===== src/rtl/uop_fu_scheduler.sv =====
// Round-robin sharing of one pipelined microop unit among N requesters.
// Enforces II spacing and routes each result back to its issuer through a LAT+1 tag pipeline.
module uop_fu_scheduler #(
  parameter int unsigned N   = 4,
  parameter int unsigned W   = 64,
  parameter int unsigned SW  = $clog2(W),
  parameter int unsigned LAT = 3,
  parameter int unsigned II  = 1
) (
  input  logic            clk,
  input  logic            rst,
  input  logic            flush,
  input  logic [N-1:0]    req_valid,
  input  logic [N*W-1:0]  req_a,
  input  logic [N*W-1:0]  req_b,
  input  logic [N*SW-1:0] req_shamt,
  output logic [N-1:0]    req_ready,
  output logic            fu_issue,
  output logic [W-1:0]    fu_a,
  output logic [W-1:0]    fu_b,
  output logic [SW-1:0]   fu_shamt,
  input  logic [W-1:0]    fu_y,
  output logic [N-1:0]    rsp_valid,
  output logic [W-1:0]    rsp_y,
  output logic            busy
);

  localparam int unsigned IW = (N > 1) ? $clog2(N) : 1;
  localparam int unsigned CW = (II > 1) ? $clog2(II) : 1;

  typedef enum logic {S_IDLE, S_HOLD} state_t;

  state_t        r_state;
  logic [IW-1:0] r_rr_ptr;
  logic [CW-1:0] r_cnt;
  logic [LAT:0]  r_tag_v;
  logic [IW-1:0] r_tag_id [0:LAT];

  logic          w_found;
  logic [IW-1:0] w_idx;
  logic [IW-1:0] w_gnt_id;
  logic          w_can_grant;
  logic          w_hs;
  logic [IW-1:0] w_rr_next;

  // First asserted request at or after rr_ptr, wrapping modulo N.
  always_comb begin
    w_found  = 1'b0;
    w_idx    = '0;
    w_gnt_id = '0;
    for (int k = 0; k < int'(N); k++) begin
      w_idx = IW'((int'(r_rr_ptr) + k) % int'(N));
      if (!w_found && req_valid[w_idx]) begin
        w_found  = 1'b1;
        w_gnt_id = w_idx;
      end
    end
  end

  assign w_can_grant = !rst && !flush && (r_state == S_IDLE);
  assign w_hs        = w_can_grant && w_found;
  assign req_ready   = w_hs ? (N'(1) << w_gnt_id) : '0;
  assign w_rr_next   = (w_gnt_id == IW'(N - 1)) ? '0 : w_gnt_id + IW'(1);
  assign busy        = (r_state != S_IDLE) || (|r_tag_v);

  always_ff @(posedge clk) begin
    if (rst) begin
      r_state   <= S_IDLE;
      r_rr_ptr  <= '0;
      r_cnt     <= '0;
      r_tag_v   <= '0;
      for (int k = 0; k <= int'(LAT); k++) r_tag_id[k] <= '0;
      fu_issue  <= 1'b0;
      fu_a      <= '0;
      fu_b      <= '0;
      fu_shamt  <= '0;
      rsp_valid <= '0;
      rsp_y     <= '0;
    end else begin
      fu_issue <= w_hs;
      if (w_hs) begin
        fu_a     <= req_a[w_gnt_id*W +: W];
        fu_b     <= req_b[w_gnt_id*W +: W];
        fu_shamt <= req_shamt[w_gnt_id*SW +: SW];
        r_rr_ptr <= w_rr_next;
      end

      // Tag shift register; a flush kills every in-flight tag.
      r_tag_v[0]  <= w_hs;
      r_tag_id[0] <= w_gnt_id;
      for (int k = 1; k <= int'(LAT); k++) begin
        r_tag_v[k]  <= !flush && r_tag_v[k-1];
        r_tag_id[k] <= r_tag_id[k-1];
      end

      // fu_y is sampled in the cycle the tag leaves the last stage.
      if (!flush && r_tag_v[LAT]) begin
        rsp_valid <= N'(1) << r_tag_id[LAT];
        rsp_y     <= fu_y;
      end else begin
        rsp_valid <= '0;
      end

      if (flush) begin
        r_state <= S_IDLE;
        r_cnt   <= '0;
      end else begin
        case (r_state)
          S_IDLE: begin
            if (w_hs && (II > 1)) begin
              r_state <= S_HOLD;
              r_cnt   <= CW'(II - 1);
            end
          end
          S_HOLD: begin
            if (r_cnt <= CW'(1)) begin
              r_state <= S_IDLE;
              r_cnt   <= '0;
            end else begin
              r_cnt <= r_cnt - CW'(1);
            end
          end
        endcase
      end
    end
  end

endmodule

===== config.mk =====
export PLATFORM = sky130hd
export DESIGN_NAME = uop_fu_scheduler
export DESIGN_NICKNAME = d
export VERILOG_FILES = /design/src/rtl/uop_fu_scheduler.sv
export SDC_FILE = /design/constraint.sdc
export NUM_CORES = 1
export LEC_CHECK = 0
export ABC_AREA = 0
export CAP_MARGIN = 15
export CORE_AREA = 2 2 316 318
export DETAILED_ROUTE_END_ITERATION = 16
export DIE_AREA = 0 0 318 320
export HOLD_SLACK_MARGIN = 0.02
export PLACE_DENSITY = 0.46
export RECOVER_POWER = 100
export SLEW_MARGIN = 20
export SYNTH_ARGS = -nofsm -noshare
export SYNTH_HDL_FRONTEND = slang
export SYNTH_SLANG_ARGS = --single-unit

===== constraint.sdc =====
create_clock -name clk -period 6.7 [get_ports clk]
set_clock_uncertainty 0.2 [all_clocks]
set_input_delay 0.67 -clock clk [delete_from_list [all_inputs] [get_ports clk]]
set_output_delay 0.67 -clock clk [all_outputs]
set_load 0.05 [all_outputs]

==> results of run 1 <==
## synthesized netlist by cell type, drive strengths merged
cell type / number
a211oi: 268
a21boi: 1
a21oi: 65
a311oi: 1
and2: 4
and3: 268
and4b: 1
buf: 56
clkbuf: 115
dfxtp: 216
inv: 1
nand2: 268
nand2b: 2
nor2: 11
nor2b: 11
nor3: 2
nor4: 2
nor4b: 2
o211ai: 1
o21ai: 1
o31ai: 134
o32a: 1
o32ai: 1
or4: 2
or4b: 1
## cells by family (layout without fill, tap and decap cells)
kind of cell           Yosys count  count (layout)  synth area share, %
AO/OA/AOI/OAI                  473             473                 29.8
buffers and inverters          172             883                 6.63
other                            0               8                    0
AND/OR/NAND/NOR                574             574                 25.6
flip-flops                     216             216                 38.0
## final timing paths
path                     to  slack [ps]  cells after the start
max                fu_b[42]        1660                      7
min reg2reg  r_tag_id[2][1]         240                      1
min          r_tag_id[2][1]         240                      1
max reg2reg        fu_b[42]        2030                      6
## critical path, delay by kind of cell
family | cells | cell delay (ps)
buffers and inverters | 2 | 1260
AOI/OAI and AO/OA | 2 | 950
and+or+nand+nor | 3 | 2050
## cell type report
type,instances,share of cell area [%]
Timing Repair Buffer,831,38.4
Multi-Input combinational cell,1047,29.3
Sequential cell,216,19.9
Tap cell,1287,7.42
Clock buffer,42,4.33
Clock inverter,9,0.525
Antenna cell,8,0.0922
Inverter,1,0.0173
## layer usage
metal / part of all wire (%) / track usage [%]
met1: 43 / 16.7
met2: 46 / 21.7
met3: 8.3 / 4.89
met4: 2.5 / 4.18
met5: 0.16 / 0
## where the power goes
part	switching, uW	total [uW]	leakage [uW]	internal [uW]
clock network	720	1780	0.000524	1060
registers	48.9	1420	0.00177	1370
logic	819	1440	0.00601	622
## sequential cells by signal (all words and copies together), names as in the netlist
name,cells
fu_b,64
r_tag_v,4
rsp_y,64
fu_a,64
rsp_valid,4
r_tag_id,8
fu_shamt,6
r_rr_ptr,2
## per-stage QoR
stage	cells	hold WS (ps)	util (%)	power, uW	area (um^2)
final	3441	237	22.2	4650	21700
after global routing	3439	257	22.1	4880	21700
after CTS	3433	242	22.2	4810	21700
after detailed placement	3382	230	21.1	2940	20700
after global placement	3382	220	21.1	2940	20700
after floorplan	1435	214	-	2200	11400
## layout by cell type (no fill, tap or decap), types with 2 or more instances in the layout
| master | instances |
|---|---|
| sky130_fd_sc_hd__buf_4 | 9 |
| sky130_fd_sc_hd__a21oi_1 | 65 |
| sky130_fd_sc_hd__nor2_1 | 10 |
| sky130_fd_sc_hd__nor4b_1 | 2 |
| sky130_fd_sc_hd__nand2_1 | 267 |
| sky130_fd_sc_hd__and2_0 | 2 |
| sky130_fd_sc_hd__dfxtp_1 | 216 |
| sky130_fd_sc_hd__bufinv_16 | 2 |
| sky130_fd_sc_hd__inv_6 | 2 |
| sky130_fd_sc_hd__dlygate4sd3_1 | 211 |
| sky130_fd_sc_hd__nor2b_1 | 10 |
| sky130_fd_sc_hd__clkbuf_1 | 5 |
| sky130_fd_sc_hd__diode_2 | 8 |
| sky130_fd_sc_hd__clkbuf_16 | 34 |
| sky130_fd_sc_hd__buf_12 | 6 |
| sky130_fd_sc_hd__nor3_1 | 2 |
| sky130_fd_sc_hd__and3_1 | 268 |
| sky130_fd_sc_hd__and2_1 | 2 |
| sky130_fd_sc_hd__clkdlybuf4s50_1 | 602 |
| sky130_fd_sc_hd__a211oi_1 | 267 |
| sky130_fd_sc_hd__clkbuf_8 | 6 |
| sky130_fd_sc_hd__clkinv_2 | 4 |
| sky130_fd_sc_hd__nor4_1 | 2 |
| sky130_fd_sc_hd__o31ai_1 | 134 |
==> insert_results.sql, run 1 <==
INSERT INTO impl_metrics (metric_group, metric, value, unit) VALUES
('synthesis', 'yosysUniqueCellTypes', '29', ''),
('outcome', 'run_status', 'complete, but fails checks', ''),
('flow_run', 'maxCapViolations', '4', ''),
('clocking', 'clkTransAtPathRegs', '60', 'ps'),
('global_route', 'largest_net_degree_at_the_start_of_global_routing', '163', ''),
('placement', 'placer_congestion', '0.787', ''),
('floorplanning', 'floorplan.initialDensity', '11.6', '%'),
('routing', 'routed_wire_length_per_instance', '20.9', 'um'),
('sta', 'period_needed', '5040', 'ps'),
('placement', 'place_hpwl', '50700', 'um'),
('synthesis', 'synth.ff_latch_count', '216', ''),
('sta', 'slew-limit-headroom', '-132', '%'),
('setup_path', 'cp_slowest_cell', 'sky130_fd_sc_hd__nand2_2', ''),
('cells_and_area', 'seq_area', '4320', 'um^2'),
('setup_path', 'worstSetupStartpointType', 'primary input', ''),
('setup_path', 'worstPathArrival', '5250', 'ps'),
('clocking', 'ctsRootBufferMaster', 'sky130_fd_sc_hd__clkbuf_16', ''),
('floorplanning', 'die_w', '318', 'um'),
('setup_path', 'critPathMaxStageDelay', '1270', 'ps'),
('routing', 'via_per_inst', '4.09', ''),
('cells_and_area', 'fillers', '10800', ''),
('clocking', 'worst_skew_pair.late_latency', '580', 'ps'),
('cells_and_area', 'final_net_count', '2738', ''),
('setup_path', 'crit_path_cell_trace', 'dlygate4sd3_1 > nor2b_1 > or4b_4 > nand2_2 > buf_12 > a211oi_1 > o31ai_1', ''),
('routing', 'route.final.wire_length', '71800', 'um'),
('floorplanning', 'std_cell_rows', '115', ''),
('outcome', 'failing_checks', 'max-capacitance violations, max-slew violations', ''),
('floorplanning', 'design.die.area', '102000', 'um^2'),
('pwr', 'cellLeakagePower', '0.00831', 'uW'),
('synthesis', 'ys_top_cells_by_area', 'sky130_fd_sc_hd__dfxtp_1 38%, sky130_fd_sc_hd__a211oi_1 18%, sky130_fd_sc_hd__and3_1 15%', ''),
('clocking', 'cts_max_path_buffers', '3', ''),
('sta', 'setup_viol', '0', ''),
('cells_and_area', 'multi_input_comb_area', '6360', 'um^2'),
('synthesis', 'yosysSeqAreaShare', '38.0', '%'),
('clocking', 'cts_post_setup_buffers_inserted', '0', ''),
('min_path', 'hold_path_class', 'flop to flop', ''),
('floorplanning', 'design.core.area', '98000', 'um^2'),
('sta', 'grt_setup_unrepaired', 'false', ''),
('global_route', 'grt_first_pass_wirelength', '102000', 'um'),
('setup_path', 'setup.worst_path.end_class', 'flop', ''),
('routing', 'detail_route.first_pass.iterations', '4', ''),
('synthesis', 'postSynthAreaPerCell', '7.93', 'um^2'),
('sta', 'final_hold_viol_count', '0', ''),
('min_path', 'holdCritStartpoint', 'r_tag_id[1][1]', ''),
('clocking', 'cts_htree_levels', '2', ''),
('routing', 'remaining_drc_errors', '0', ''),
('setup_path', 'worst-endpoint-required', '6910', 'ps'),
('global_route', 'grtUsageTotal', '13.5', '%'),
('sta', 'max_clock_freq', '0.199', 'GHz'),
('global_route', 'grt_pass1_vias', '13900', ''),
('synthesis', 'syn-instance-count', '1435', ''),
('pwr', 'vdd_drop_max', '0.118', 'mV'),
('synthesis', 'ys_warn_count', '0', ''),
('setup_path', 'setup.worst_path.class', 'primary input to flop', ''),
('sta', 'layout_setup_ws', '1660', 'ps'),
('sta', 'final.setup.tns', '0', 'ps'),
('clocking', 'tritoncts.num_buffers', '34', ''),
('synthesis', 'synth_top_area_share', '38.0', '%'),
('synthesis', 'area_of_the_mapped_netlist', '11400', 'um^2'),
('global_route', 'antenna_found_initial', '20', ''),
('routing', 'antenna_left', '0', ''),
('sta', 'post-route-period-util', '75.2', '%'),
('global_route', 'grt-ovfl-total', '0', ''),
('placement', 'numPortBuffers', '814', ''),
('clocking', 'tritoncts_clock_tree', 'built', ''),
('setup_path', 'crit_path_start', 'req_valid[2]', ''),
('synthesis', 'yosys.area.top_type', 'sky130_fd_sc_hd__dfxtp_1', ''),
('floorplanning', 'die_h', '320', 'um'),
('floorplanning', 'io_pins', '815', ''),
('cells_and_area', 'area.growth.synth_to_final', '90.7', '%'),
('clocking', 'tritoncts_num_sinks', '216', ''),
('placement', 'post_placement_worst_setup_slack', '2320', 'ps'),
('synthesis', 'synthesis.nets', '2042', ''),
('setup_path', 'regToRegStartpoint', 'r_rr_ptr[0]', ''),
('routing', 'initialDrtViolationCount', '733', ''),
('pwr', 'power_per_standard_cell_area', '214', 'nW/um^2'),
('clocking', 'cts_resized', '0', ''),
('sta', 'worst_pin_slew', '3490', 'ps'),
('clocking', 'cts.hold.buffers_added', '0', ''),
('sta', 'drv_slew', '248', ''),
('setup_path', 'timing.critical_path.fanout_max', '115', ''),
('cells_and_area', 'final_layout_size_suffix_gt1_share', '3.45', '%'),
('routing', 'num_vias', '14100', '');
Note: power is estimated with default switching activity, not from simulation.
==> inputs of run 2 (changes only) <==
--- a/config.mk
+++ b/config.mk
@@ -7,11 +7,11 @@
 export LEC_CHECK = 0
 export ABC_AREA = 0
 export CAP_MARGIN = 15
-export CORE_AREA = 2 2 316 318
+export CORE_AREA = 2 2 320 322
 export DETAILED_ROUTE_END_ITERATION = 16
-export DIE_AREA = 0 0 318 320
+export DIE_AREA = 0 0 322 324
 export HOLD_SLACK_MARGIN = 0.02
-export PLACE_DENSITY = 0.46
+export PLACE_DENSITY = 0.45
 export RECOVER_POWER = 100
 export SLEW_MARGIN = 20
 export SYNTH_ARGS = -nofsm -noshare
==> constraint.sdc (replaced) <==
create_clock -name clk -period 5.27 [get_ports clk]
set_clock_uncertainty 0.2 [all_clocks]
set_input_delay 0.527 -clock clk [delete_from_list [all_inputs] [get_ports clk]]
set_output_delay 0.527 -clock clk [all_outputs]
set_load 0.05 [all_outputs]
==> run 2 against run 1 <==
Compared with the run above: the flow still finishes with violations (max-capacitance violations, max-slew violations); total power increased by 27%; final area up 0.78%; register-to-register slack gained 170 ps.
==> insert_results.sql, run 2 (same netlist as run 1, synthesis figures left out) <==
INSERT INTO impl_metrics (metric_group, metric, value, unit) VALUES
('outcome', 'run_status', 'complete, but fails checks', ''),
('outcome', 'failing_checks', 'max-capacitance violations, max-slew violations', ''),
('pwr', 'total_switching_power', '2020', 'uW'),
('global_route', 'grt_first_pass_wirelength', '104000', 'um'),
('cells_and_area', 'final_net_count', '2755', ''),
('setup_path', 'crit_path_start', 'req_valid[3]', ''),
('global_route', 'grtUsageTotal', '13.7', '%'),
('routing', 'via_per_inst', '4.06', ''),
('sta', 'period_needed', '4210', 'ps'),
('pwr', 'cell_internal_pwr', '3880', 'uW'),
('clocking', 'tritoncts_num_sinks', '216', ''),
('min_path', 'holdCritStartpoint', 'rst', ''),
('cells_and_area', 'final_cell_mix', '604 x sky130_fd_sc_hd__clkdlybuf4s50_1, 268 x sky130_fd_sc_hd__and3_1, 267 x sky130_fd_sc_hd__nand2_1, 267 x sky130_fd_sc_hd__a211oi_1, 216 x sky130_fd_sc_hd__dfxtp_1', ''),
('sta', 'post-route-period-util', '79.8', '%'),
('min_path', 'hold_path_class', 'primary input to flop', ''),
('setup_path', 'critPathMaxStageDelay', '790', 'ps'),
('global_route', 'antenna_found_initial', '29', ''),
('global_route', 'grt_pass1_vias', '14000', ''),
('setup_path', 'regToRegStartpoint', 'r_rr_ptr[0]', ''),
('flow_run', 'maxCapViolations', '1', ''),
('pwr', 'cellLeakagePower', '0.00839', 'uW'),
('clocking', 'cts_htree_levels', '1', ''),
('clocking', 'cts.hold.buffers_added', '0', ''),
('placement', 'post_placement_worst_setup_slack', '1190', 'ps'),
('pwr', 'share_clk_of_total_power', '37.6', '%'),
('floorplanning', 'die_h', '324', 'um'),
('clocking', 'tritoncts.num_buffers', '31', ''),
('floorplanning', 'floorplan.initialDensity', '11.3', '%'),
('setup_path', 'setup.worst_path.class', 'primary input to output port', ''),
('global_route', 'grt-ovfl-total', '0', ''),
('clocking', 'worst_skew_pair.late_latency', '610', 'ps'),
('floorplanning', 'io_pins', '815', ''),
('cells_and_area', 'layout_commonest_cell', 'sky130_fd_sc_hd__clkdlybuf4s50_1', ''),
('pwr', 'combinational_power_share', '31.8', '%'),
('pwr', 'netSwitchingFraction', '34.3', '%'),
('setup_path', 'r2r-end', 'fu_b[50]', ''),
('routing', 'routed_wire_length_per_instance', '22.1', 'um'),
('pwr', 'power_per_standard_cell_area', '270', 'nW/um^2'),
('sta', 'max_clock_freq', '0.238', 'GHz'),
('routing', 'remaining_drc_errors', '0', ''),
('routing', 'detail_route.first_pass.iterations', '5', ''),
('cells_and_area', 'area.growth.synth_to_final', '92.2', '%'),
('setup_path', 'worstSetupStartpointType', 'primary input', ''),
('global_route', 'largest_net_degree_at_the_start_of_global_routing', '135', ''),
('cells_and_area', 'multi_input_comb_area', '6360', 'um^2'),
('cells_and_area', 'seq_area', '4320', 'um^2'),
('floorplanning', 'design.die.area', '104000', 'um^2'),
('setup_path', 'setup.worst_path.end_class', 'output port', ''),
('sta', 'grt_setup_unrepaired', 'false', ''),
('routing', 'initialDrtViolationCount', '660', ''),
('setup_path', 'cp_slowest_cell', 'sky130_fd_sc_hd__dlygate4sd3_1', ''),
('min_path', 'whs_path_depth', '3', ''),
('clocking', 'cts_post_setup_buffers_inserted', '0', ''),
('placement', 'place_hpwl', '58000', 'um'),
('min_path', 'worst_hold_path.endpoint', 'r_tag_v[2]', ''),
('routing', 'num_vias', '14200', ''),
('floorplanning', 'die_w', '322', 'um'),
('routing', 'route.final.wire_length', '77000', 'um'),
('clocking', 'tritoncts_clock_tree', 'built', ''),
('routing', 'antenna_left', '0', ''),
('sta', 'setup_viol', '0', ''),
('clocking', 'clkTransAtPathRegs', '60', 'ps'),
('setup_path', 'regToRegSetupSlack', '2200', 'ps'),
('clocking', 'cts_resized', '0', ''),
('setup_path', 'crit_path_cell_trace', 'clkdlybuf4s50_1 > nor4_1 > nand2b_1 > inv_1 > nand2_1 > nor2_1 > dlygate4sd3_1', ''),
('cells_and_area', 'reg_top3', 'fu_a x64, fu_b x64, rsp_y x64', ''),
('cells_and_area', 'fillers', '11300', ''),
('setup_path', 'worstPathArrival', '3480', 'ps'),
('sta', 'worst_pin_slew', '4040', 'ps'),
('sta', 'slew-limit-headroom', '-169', '%'),
('placement', 'numPortBuffers', '814', ''),
('clocking', 'cts_max_path_buffers', '3', ''),
('cells_and_area', 'final_layout_size_suffix_gt1_share', '4.24', '%'),
('clocking', 'ctsRootBufferMaster', 'sky130_fd_sc_hd__clkbuf_16', ''),
('floorplanning', 'std_cell_rows', '117', ''),
('sta', 'final.setup.tns', '0', 'ps'),
('sta', 'drv_slew', '80', ''),
('floorplanning', 'design.core.area', '101000', 'um^2'),
('setup_path', 'timing.critical_path.fanout_max', '18', ''),
('setup_path', 'reg2reg_depth', '6', ''),
('pwr', 'sequentialPowerShare', '30.6', '%'),
('sta', 'final_hold_viol_count', '0', ''),
('placement', 'placer_congestion', '0.790', ''),
('setup_path', 'worst-endpoint-required', '4540', 'ps'),
('pwr', 'vdd_drop_max', '0.254', 'mV'),
('sta', 'layout_setup_ws', '1060', 'ps');
[run 2: cell types whose count changed in the layout (fill, tap and decap cells not counted), sizes merged]
cell	delta
clkdlybuf4s50	+2
clkinv	+2
dlygate4sd3	-2
inv	-1
buf	+21
bufinv	+2
clkbuf	-1
[run 2: through the flow]
stage | std cells | area (um^2) | power, uW | hold slack (ps) | util, %
floorplan | 1435 | 11400 | 2790 | 214 | -
global placement | 3424 | 20800 | 3790 | 217 | 20.6
detailed placement | 3424 | 20800 | 3780 | 222 | 20.6
CTS | 3478 | 21900 | 6060 | 42.3 | 21.7
global route | 3483 | 21900 | 6180 | 101 | 21.6
finish | 3486 | 21900 | 5900 | 77.4 | 21.7
[run 2: worst max-delay path: cells and delay by family]
family                 cells  cell delay, ps
and+or+nand+nor            4            1420
buffers and inverters      3            1530
[run 2: how the worst max path moves through the flow]
| stage | slack [ps] | end |
|---|---|---|
| 2_1_floorplan | 1670 | req_ready[1] |
| 3_3_place_gp | 1220 | req_ready[3] |
| 3_5_place_dp | 1190 | req_ready[3] |
| 4_1_cts | 1200 | req_ready[3] |
| 5_1_grt | 780 | fu_b[42] |
| 6_report | 1060 | req_ready[2] |
[run 2: area by class of cell]
type / instances / area share, %
multi-input cells: 1047 / 29.1
repair buffers: 851 / 38.8
inverters: 1 / 0.0172
flip-flops and latches: 216 / 19.8
clock buffers: 42 / 3.92
clock inverters: 12 / 0.801
well taps: 1309 / 7.49
diodes: 8 / 0.0915
[run 2: power by group through the flow]
stage / clock network, uW / logic (uW) / registers, uW
2_1_floorplan: 0 / 591 / 2200
3_3_place_gp: 0 / 1940 / 1840
3_5_place_dp: 0 / 1940 / 1850
4_1_cts: 2300 / 1950 / 1810
5_1_grt: 2360 / 2000 / 1820
6_report: 2220 / 1880 / 1810
[run 2: per-layer routing]
metal | GRT usage [%] | up-vias | share of wire (%)
li1 | - | 6795 | -
met1 | 17.0 | 6638 | 42
met2 | 22.8 | 615 | 46
met3 | 4.85 | 98 | 9.3
met4 | 3.01 | 16 | 2.3
met5 | 0 | - | 0.12
==> inputs of run 3 (changes only) <==
==> constraint.sdc (replaced) <==
create_clock -name clk -period 4 [get_ports clk]
set_clock_uncertainty 0.2 [all_clocks]
set_input_delay 0.4 -clock clk [delete_from_list [all_inputs] [get_ports clk]]
set_output_delay 0.4 -clock clk [all_outputs]
set_load 0.05 [all_outputs]
==> run 3 against run 2 <==
Compared with the run above: the run still ends with max-capacitance violations, max-slew violations left; sequential power up 31%; clock power up 27%; register-to-register slack worse by 1500 ps.
==> insert_results.sql, run 3 (same netlist as run 1, synthesis figures left out) <==
INSERT INTO impl_metrics (metric_group, metric, value, unit) VALUES
('clocking', 'cts_post_setup_buffers_inserted', '0', ''),
('placement', 'numPortBuffers', '814', ''),
('sta', 'drv_slew', '80', ''),
('placement', 'post_placement_worst_setup_slack', '313', 'ps'),
('floorplanning', 'die_w', '322', 'um'),
('global_route', 'largest_net_degree_at_the_start_of_global_routing', '81', ''),
('setup_path', 'worst-endpoint-required', '3400', 'ps'),
('setup_path', 'critical_path_cell_count', '6', ''),
('setup_path', 'worstPathArrival', '2930', 'ps'),
('cells_and_area', 'final_net_count', '2772', ''),
('routing', 'remaining_drc_errors', '0', ''),
('cells_and_area', 'final_cell_mix', '605 x sky130_fd_sc_hd__clkdlybuf4s50_1, 268 x sky130_fd_sc_hd__and3_1, 268 x sky130_fd_sc_hd__a211oi_1, 267 x sky130_fd_sc_hd__nand2_1, 216 x sky130_fd_sc_hd__dfxtp_1', ''),
('clocking', 'cts_htree_levels', '1', ''),
('pwr', 'share_clk_of_total_power', '36.6', '%'),
('pwr', 'sequentialPowerShare', '30.8', '%'),
('global_route', 'grtUsageTotal', '14.0', '%'),
('routing', 'antenna_left', '0', ''),
('floorplanning', 'io_pins', '815', ''),
('setup_path', 'cp_num_buf_inv', '2', ''),
('pwr', 'vdd_drop_max', '0.349', 'mV'),
('floorplanning', 'design.core.area', '101000', 'um^2'),
('cells_and_area', 'reg_top3', 'fu_a x64, fu_b x64, rsp_y x64', ''),
('min_path', 'hold_path_class', 'primary input to flop', ''),
('setup_path', 'setup.worst_path.end_class', 'output port', ''),
('sta', 'post-route-period-util', '88.3', '%'),
('floorplanning', 'std_cell_rows', '117', ''),
('cells_and_area', 'fillers', '11200', ''),
('pwr', 'cellLeakagePower', '0.00849', 'uW'),
('placement', 'placer_congestion', '0.815', ''),
('floorplanning', 'floorplan.initialDensity', '11.3', '%'),
('cells_and_area', 'area.growth.synth_to_final', '93.8', '%'),
('setup_path', 'regToRegStartpoint', 'r_rr_ptr[0]', ''),
('setup_path', 'r2r-end', 'fu_a[0]', ''),
('routing', 'route.final.wire_length', '78100', 'um'),
('cells_and_area', 'seq_area', '4320', 'um^2'),
('clocking', 'tritoncts_num_sinks', '216', ''),
('flow_run', 'maxCapViolations', '1', ''),
('clocking', 'tritoncts_clock_tree', 'built', ''),
('sta', 'layout_setup_ws', '467', 'ps'),
('pwr', 'power_per_standard_cell_area', '350', 'nW/um^2'),
('clocking', 'worst_skew_pair.late_latency', '610', 'ps'),
('routing', 'detail_route.first_pass.iterations', '4', ''),
('setup_path', 'critPathMaxStageDelay', '740', 'ps'),
('pwr', 'netSwitchingFraction', '35.0', '%'),
('cells_and_area', 'layout_commonest_cell', 'sky130_fd_sc_hd__clkdlybuf4s50_1', ''),
('setup_path', 'cp_slowest_cell', 'sky130_fd_sc_hd__or4b_4', ''),
('sta', 'setup_viol', '0', ''),
('setup_path', 'crit_path_cell_trace', 'clkdlybuf4s50_1 > nor2b_1 > or4b_4 > and2_0 > nor3_1 > clkbuf_1', ''),
('cells_and_area', 'multi_input_comb_area', '6360', 'um^2'),
('clocking', 'cts.hold.buffers_added', '1', ''),
('pwr', 'combinational_power_share', '32.6', '%'),
('global_route', 'busiest_layer', 'met2', ''),
('global_route', 'grt_pass1_vias', '14300', ''),
('sta', 'period_needed', '3530', 'ps'),
('pwr', 'cell_internal_pwr', '5020', 'uW'),
('setup_path', 'crit_end', 'req_ready[3]', ''),
('routing', 'num_vias', '14300', ''),
('clocking', 'tritoncts.num_buffers', '31', ''),
('global_route', 'groute.layer.met1.usage', '17.2', '%'),
('pwr', 'total_switching_power', '2700', 'uW'),
('clocking', 'clkTransAtPathRegs', '60', 'ps'),
('sta', 'final.setup.tns', '0', 'ps'),
('routing', 'initialDrtViolationCount', '692', ''),
('global_route', 'grt_first_pass_wirelength', '107000', 'um'),
('outcome', 'failing_checks', 'max-capacitance violations, max-slew violations', ''),
('outcome', 'run_status', 'complete, but fails checks', ''),
('setup_path', 'reg2reg_depth', '6', ''),
('routing', 'via_per_inst', '4.10', ''),
('setup_path', 'regToRegSetupSlack', '660', 'ps'),
('floorplanning', 'design.die.area', '104000', 'um^2'),
('sta', 'grt_setup_unrepaired', 'false', ''),
('sta', 'final_hold_viol_count', '0', ''),
('global_route', 'met2_usage', '23.9', '%'),
('setup_path', 'crit_family', 'simple AND/OR/NAND/NOR gates', ''),
('routing', 'routed_wire_length_per_instance', '22.3', 'um'),
('sta', 'worst_pin_slew', '1930', 'ps'),
('clocking', 'ctsRootBufferMaster', 'sky130_fd_sc_hd__clkbuf_16', ''),
('floorplanning', 'die_h', '324', 'um'),
('placement', 'place_hpwl', '59100', 'um'),
('sta', 'max_clock_freq', '0.283', 'GHz'),
('clocking', 'cts_max_path_buffers', '3', ''),
('sta', 'slew-limit-headroom', '-28.3', '%'),
('clocking', 'cts_resized', '0', ''),
('global_route', 'grt-ovfl-total', '0', ''),
('setup_path', 'setup.worst_path.class', 'primary input to output port', ''),
('global_route', 'grtUsageMet3', '4.56', '%'),
('setup_path', 'crit_path_start', 'req_valid[2]', ''),
('setup_path', 'timing.critical_path.fanout_max', '13', ''),
('setup_path', 'worstSetupStartpointType', 'primary input', ''),
('global_route', 'antenna_found_initial', '24', ''),
('cells_and_area', 'final_layout_size_suffix_gt1_share', '5.21', '%');
-- run 3: cell count changes in the layout (fill, tap and decap cells not counted), moves of 2 or more --
cell / change
sky130_fd_sc_hd__buf_4: +6
sky130_fd_sc_hd__buf_12: +9
sky130_fd_sc_hd__dlygate4sd3_1: -2
sky130_fd_sc_hd__bufinv_16: -3
sky130_fd_sc_hd__clkbuf_8: +4
sky130_fd_sc_hd__clkbuf_2: +2
sky130_fd_sc_hd__clkinvlp_4: +3
sky130_fd_sc_hd__clkinv_2: +2
sky130_fd_sc_hd__clkbuf_1: -2
sky130_fd_sc_hd__diode_2: -3
-- run 3: worst min-delay path: cells and delay by family --
| family | cells | cell delay, ps |
|---|---|---|
| buf+inv | 1 | 390 |
| simple gates | 1 | 50 |
| compound gates | 1 | 50 |
-- run 3: layout make-up --
class / count / area share, %
antenna: 5 / 0.0567
clock buffer: 43 / 4.08
clock inverter: 14 / 0.482
inverter: 1 / 0.0170
multi-input combinational: 1047 / 28.8
sequential: 216 / 19.6
tap: 1309 / 7.42
timing repair buffer: 868 / 39.5
-- run 3: through the flow --
step	util (%)	std cells	hold WS [ps]	total power (uW)	cell area [um^2]
finish	21.8	3503	135	7730	22100
global route	21.8	3500	108	8110	22100
CTS	21.9	3498	73.2	7960	22100
detailed placement	20.9	3440	222	5030	21100
global placement	20.9	3440	218	5040	21100
floorplan	-	1435	214	3680	11400
-- run 3: routing by layer --
| metal | vias to the layer above | wire length, um |
|---|---|---|
| li1 | 6817 | - |
| met2 | 596 | 37200 |
| met1 | 6810 | 32600 |
| met3 | 107 | 6450 |
| met4 | 16 | 1680 |
| met5 | - | 103 |
-- run 3: worst min path at each step --
stage / start / to / slack, ps / depth (start not counted)
floorplan: r_tag_id[0][0] / r_tag_id[1][0] / 210 / 1
global placement: r_tag_id[2][1] / r_tag_id[3][1] / 220 / 1
detailed placement: r_tag_id[2][1] / r_tag_id[3][1] / 220 / 1
CTS: fu_y[53] / rsp_y[53] / 70 / 3
global route: fu_y[52] / rsp_y[52] / 110 / 3
finish: fu_y[45] / rsp_y[45] / 140 / 3
-- run 3: power groups by stage --
stage	clock (uW)	combinational [uW]	sequential, uW
floorplan	0	778	2900
global placement	0	2600	2430
detailed placement	0	2600	2430
CTS	2970	2610	2390
global route	3030	2680	2400
finish	2820	2520	2380
==> RTL change (settings of run 3) <==
`LAT`: 3 -> 2.
--- a/src/rtl/uop_fu_scheduler.sv
+++ b/src/rtl/uop_fu_scheduler.sv
@@ -6,3 +6,3 @@
   parameter int unsigned SW  = $clog2(W),
-  parameter int unsigned LAT = 3,
+  parameter int unsigned LAT = 2,
   parameter int unsigned II  = 1
Behaviour: no difference found for any inputs over 4 cycles, from zero or initial values and one cycle with rst high; that may be too few to reach the edited logic, so the function may still have changed.
==> RTL change against run 3 <==
- the run still ends with capacitance limit, slew limit left
- total power shrank 3.2%
- count of clock-buffer cells in the layout is the same
- largest cell class unchanged
- clock power shrank 6%
- synthesized area shrank 0.95%
- combinational power shrank 3%
- sequential cell count shrank 3
- critical endpoint is now fu_b[11]
- largest power group unchanged
- cell area shrank 1.7%
- worst setup slack gained 0.16 ns
- sequential share of layout area grew 0.061 points
- routed wire length shrank 4.1%
==> RTL change: results (changes against run 3) <==
max-slew violation count=173 (+120%); buffers from clock root to sink, at most=3 (unchanged); antenna violations before repair=19 (-21%); met3 usage=4.51% (-0.050 points); status=finished, violations left; biggest regs=fu_a: 64 flops, fu_b: 64 flops, rsp_y: 64 flops; dominant cells by area after synthesis=dfxtp_1 (38%), a21oi_1 (15%), a221oi_1 (10%); DR WL met3=6.64 mm (+2.9%); Worst EP arrival=3.70 ns (+0.77 ns); RD Place Congestion=0.799 (-2.0%); CTS buffer count=31 (unchanged); met1 WL=31.4 mm (-3.7%); Buffers on Ports=814 (unchanged); clock slew at reported path FFs=0.06 ns (about the same); vias in the first global route=13,970 (-2.1%); Post-synth top cells=a21oi_1 (335), dfxtp_1 (213), and3_1 (138), a221oi_1 (134), o21ai_1 (134); HP Class=input pin to register; asr flop ratio synth=0% (unchanged); Seq/Total Area, Yosys=37.8% (-0.17 points); Netlist cell types=32 (+10%); LEAKAGE=8.24 nW (-2.9%); Peak VDD IR=0.327 mV (-6.2%); pin count of the biggest net entering global routing=104 (+28%); filler instances=11,257 (+0.95%); hold path depth=3 (unchanged); clk_lat worst skew=0.60 ns; Via density=4.07 (-0.60%); syn nets=2,039 (-0.15%); share of layout cells above drive strength 1=4.75% (-0.46 points); WL met2=34.6 mm (-7.1%); DRT iter0 DRCs=665 (-3.9%); met1 usage=16.2% (-0.91 points); wire per inst=21.5 microns (-3.6%); Post-DP HPWL=56.3 mm (-4.8%); max_slew headroom=-120% (-92 points); first-pass GRT wire length=102 mm (-5.1%); Max Cap Violations=4 (+3); TritonRoute pass-1 iters=5 (+1); Synth Flop Type=dfxtp_1; Ys Warns=0 (unchanged); Final Net Count=2,754 (-0.65%); Post CTS Setup Buffer Count=0 (unchanged); met2 Use GR=21.9% (-2.0 points); htree depth=1 (unchanged); violated checks=capacitance limit, slew limit; Total GRT Usage=13.3% (-0.74 points); Post-route DRC=0 (unchanged); Crit Path Max Fanout=35 (+22)
[RTL change: worst max-delay path: stages, from the launching register on]
cell and delay [ns]:
dfxtp_1 0.53, nor2b_1 0.09, o21bai_1 0.16, and2_1 1.25, buf_4 0.57, a221oi_1 0.26, a21oi_1 0.17
[RTL change: logic make-up after synthesis]
| family | Yosys count | synth area share, % |
|---|---|---|
| buffers and inverters | 174 | 7.48 |
| DFF | 213 | 37.8 |
| and+or+nand+nor | 298 | 13.6 |
| AOI/OAI and AO/OA | 747 | 41.1 |
[RTL change: final timing paths]
kind | startpoint | end | slack, ns
setup / recovery | r_rr_ptr[1] | fu_b[11] | 0.62
setup reg to reg | r_rr_ptr[1] | fu_b[11] | 0.62
hold / removal | rst | rsp_y[59] | 0.10
hold reg to reg | r_tag_id[0][1] | r_tag_id[0][3] | 0.24
[RTL change: where the power goes]
group / switching [mW] / internal [mW]
combinational: 1.38 / 1.07
clock: 1.13 / 1.51
sequential: 0.0977 / 2.29
total: 2.60 / 4.87
[RTL change: final cells by class]
cell class                 instances  share of cell area, %
inverter                           2                 0.0808
clock buffer                      43                   4.06
clock inverter                    11                  0.265
multi-input combinational       1045                   28.6
antenna                            9                  0.104
timing repair buffer             854                   39.7
sequential                       213                   19.7
tap                             1309                   7.55
[RTL change: per-stage QoR]
stage / instances / worst slack (ns) / power [mW] / instance area (sq um)
floorplan: 1432 / 1.41 / 3.69 / 11300
global placement: 3423 / 0.695 / 4.97 / 20800
detailed placement: 3423 / 0.682 / 4.97 / 20800
CTS: 3477 / 0.804 / 7.72 / 21700
global route: 3479 / 0.364 / 7.84 / 21700
finish: 3486 / 0.623 / 7.47 / 21700
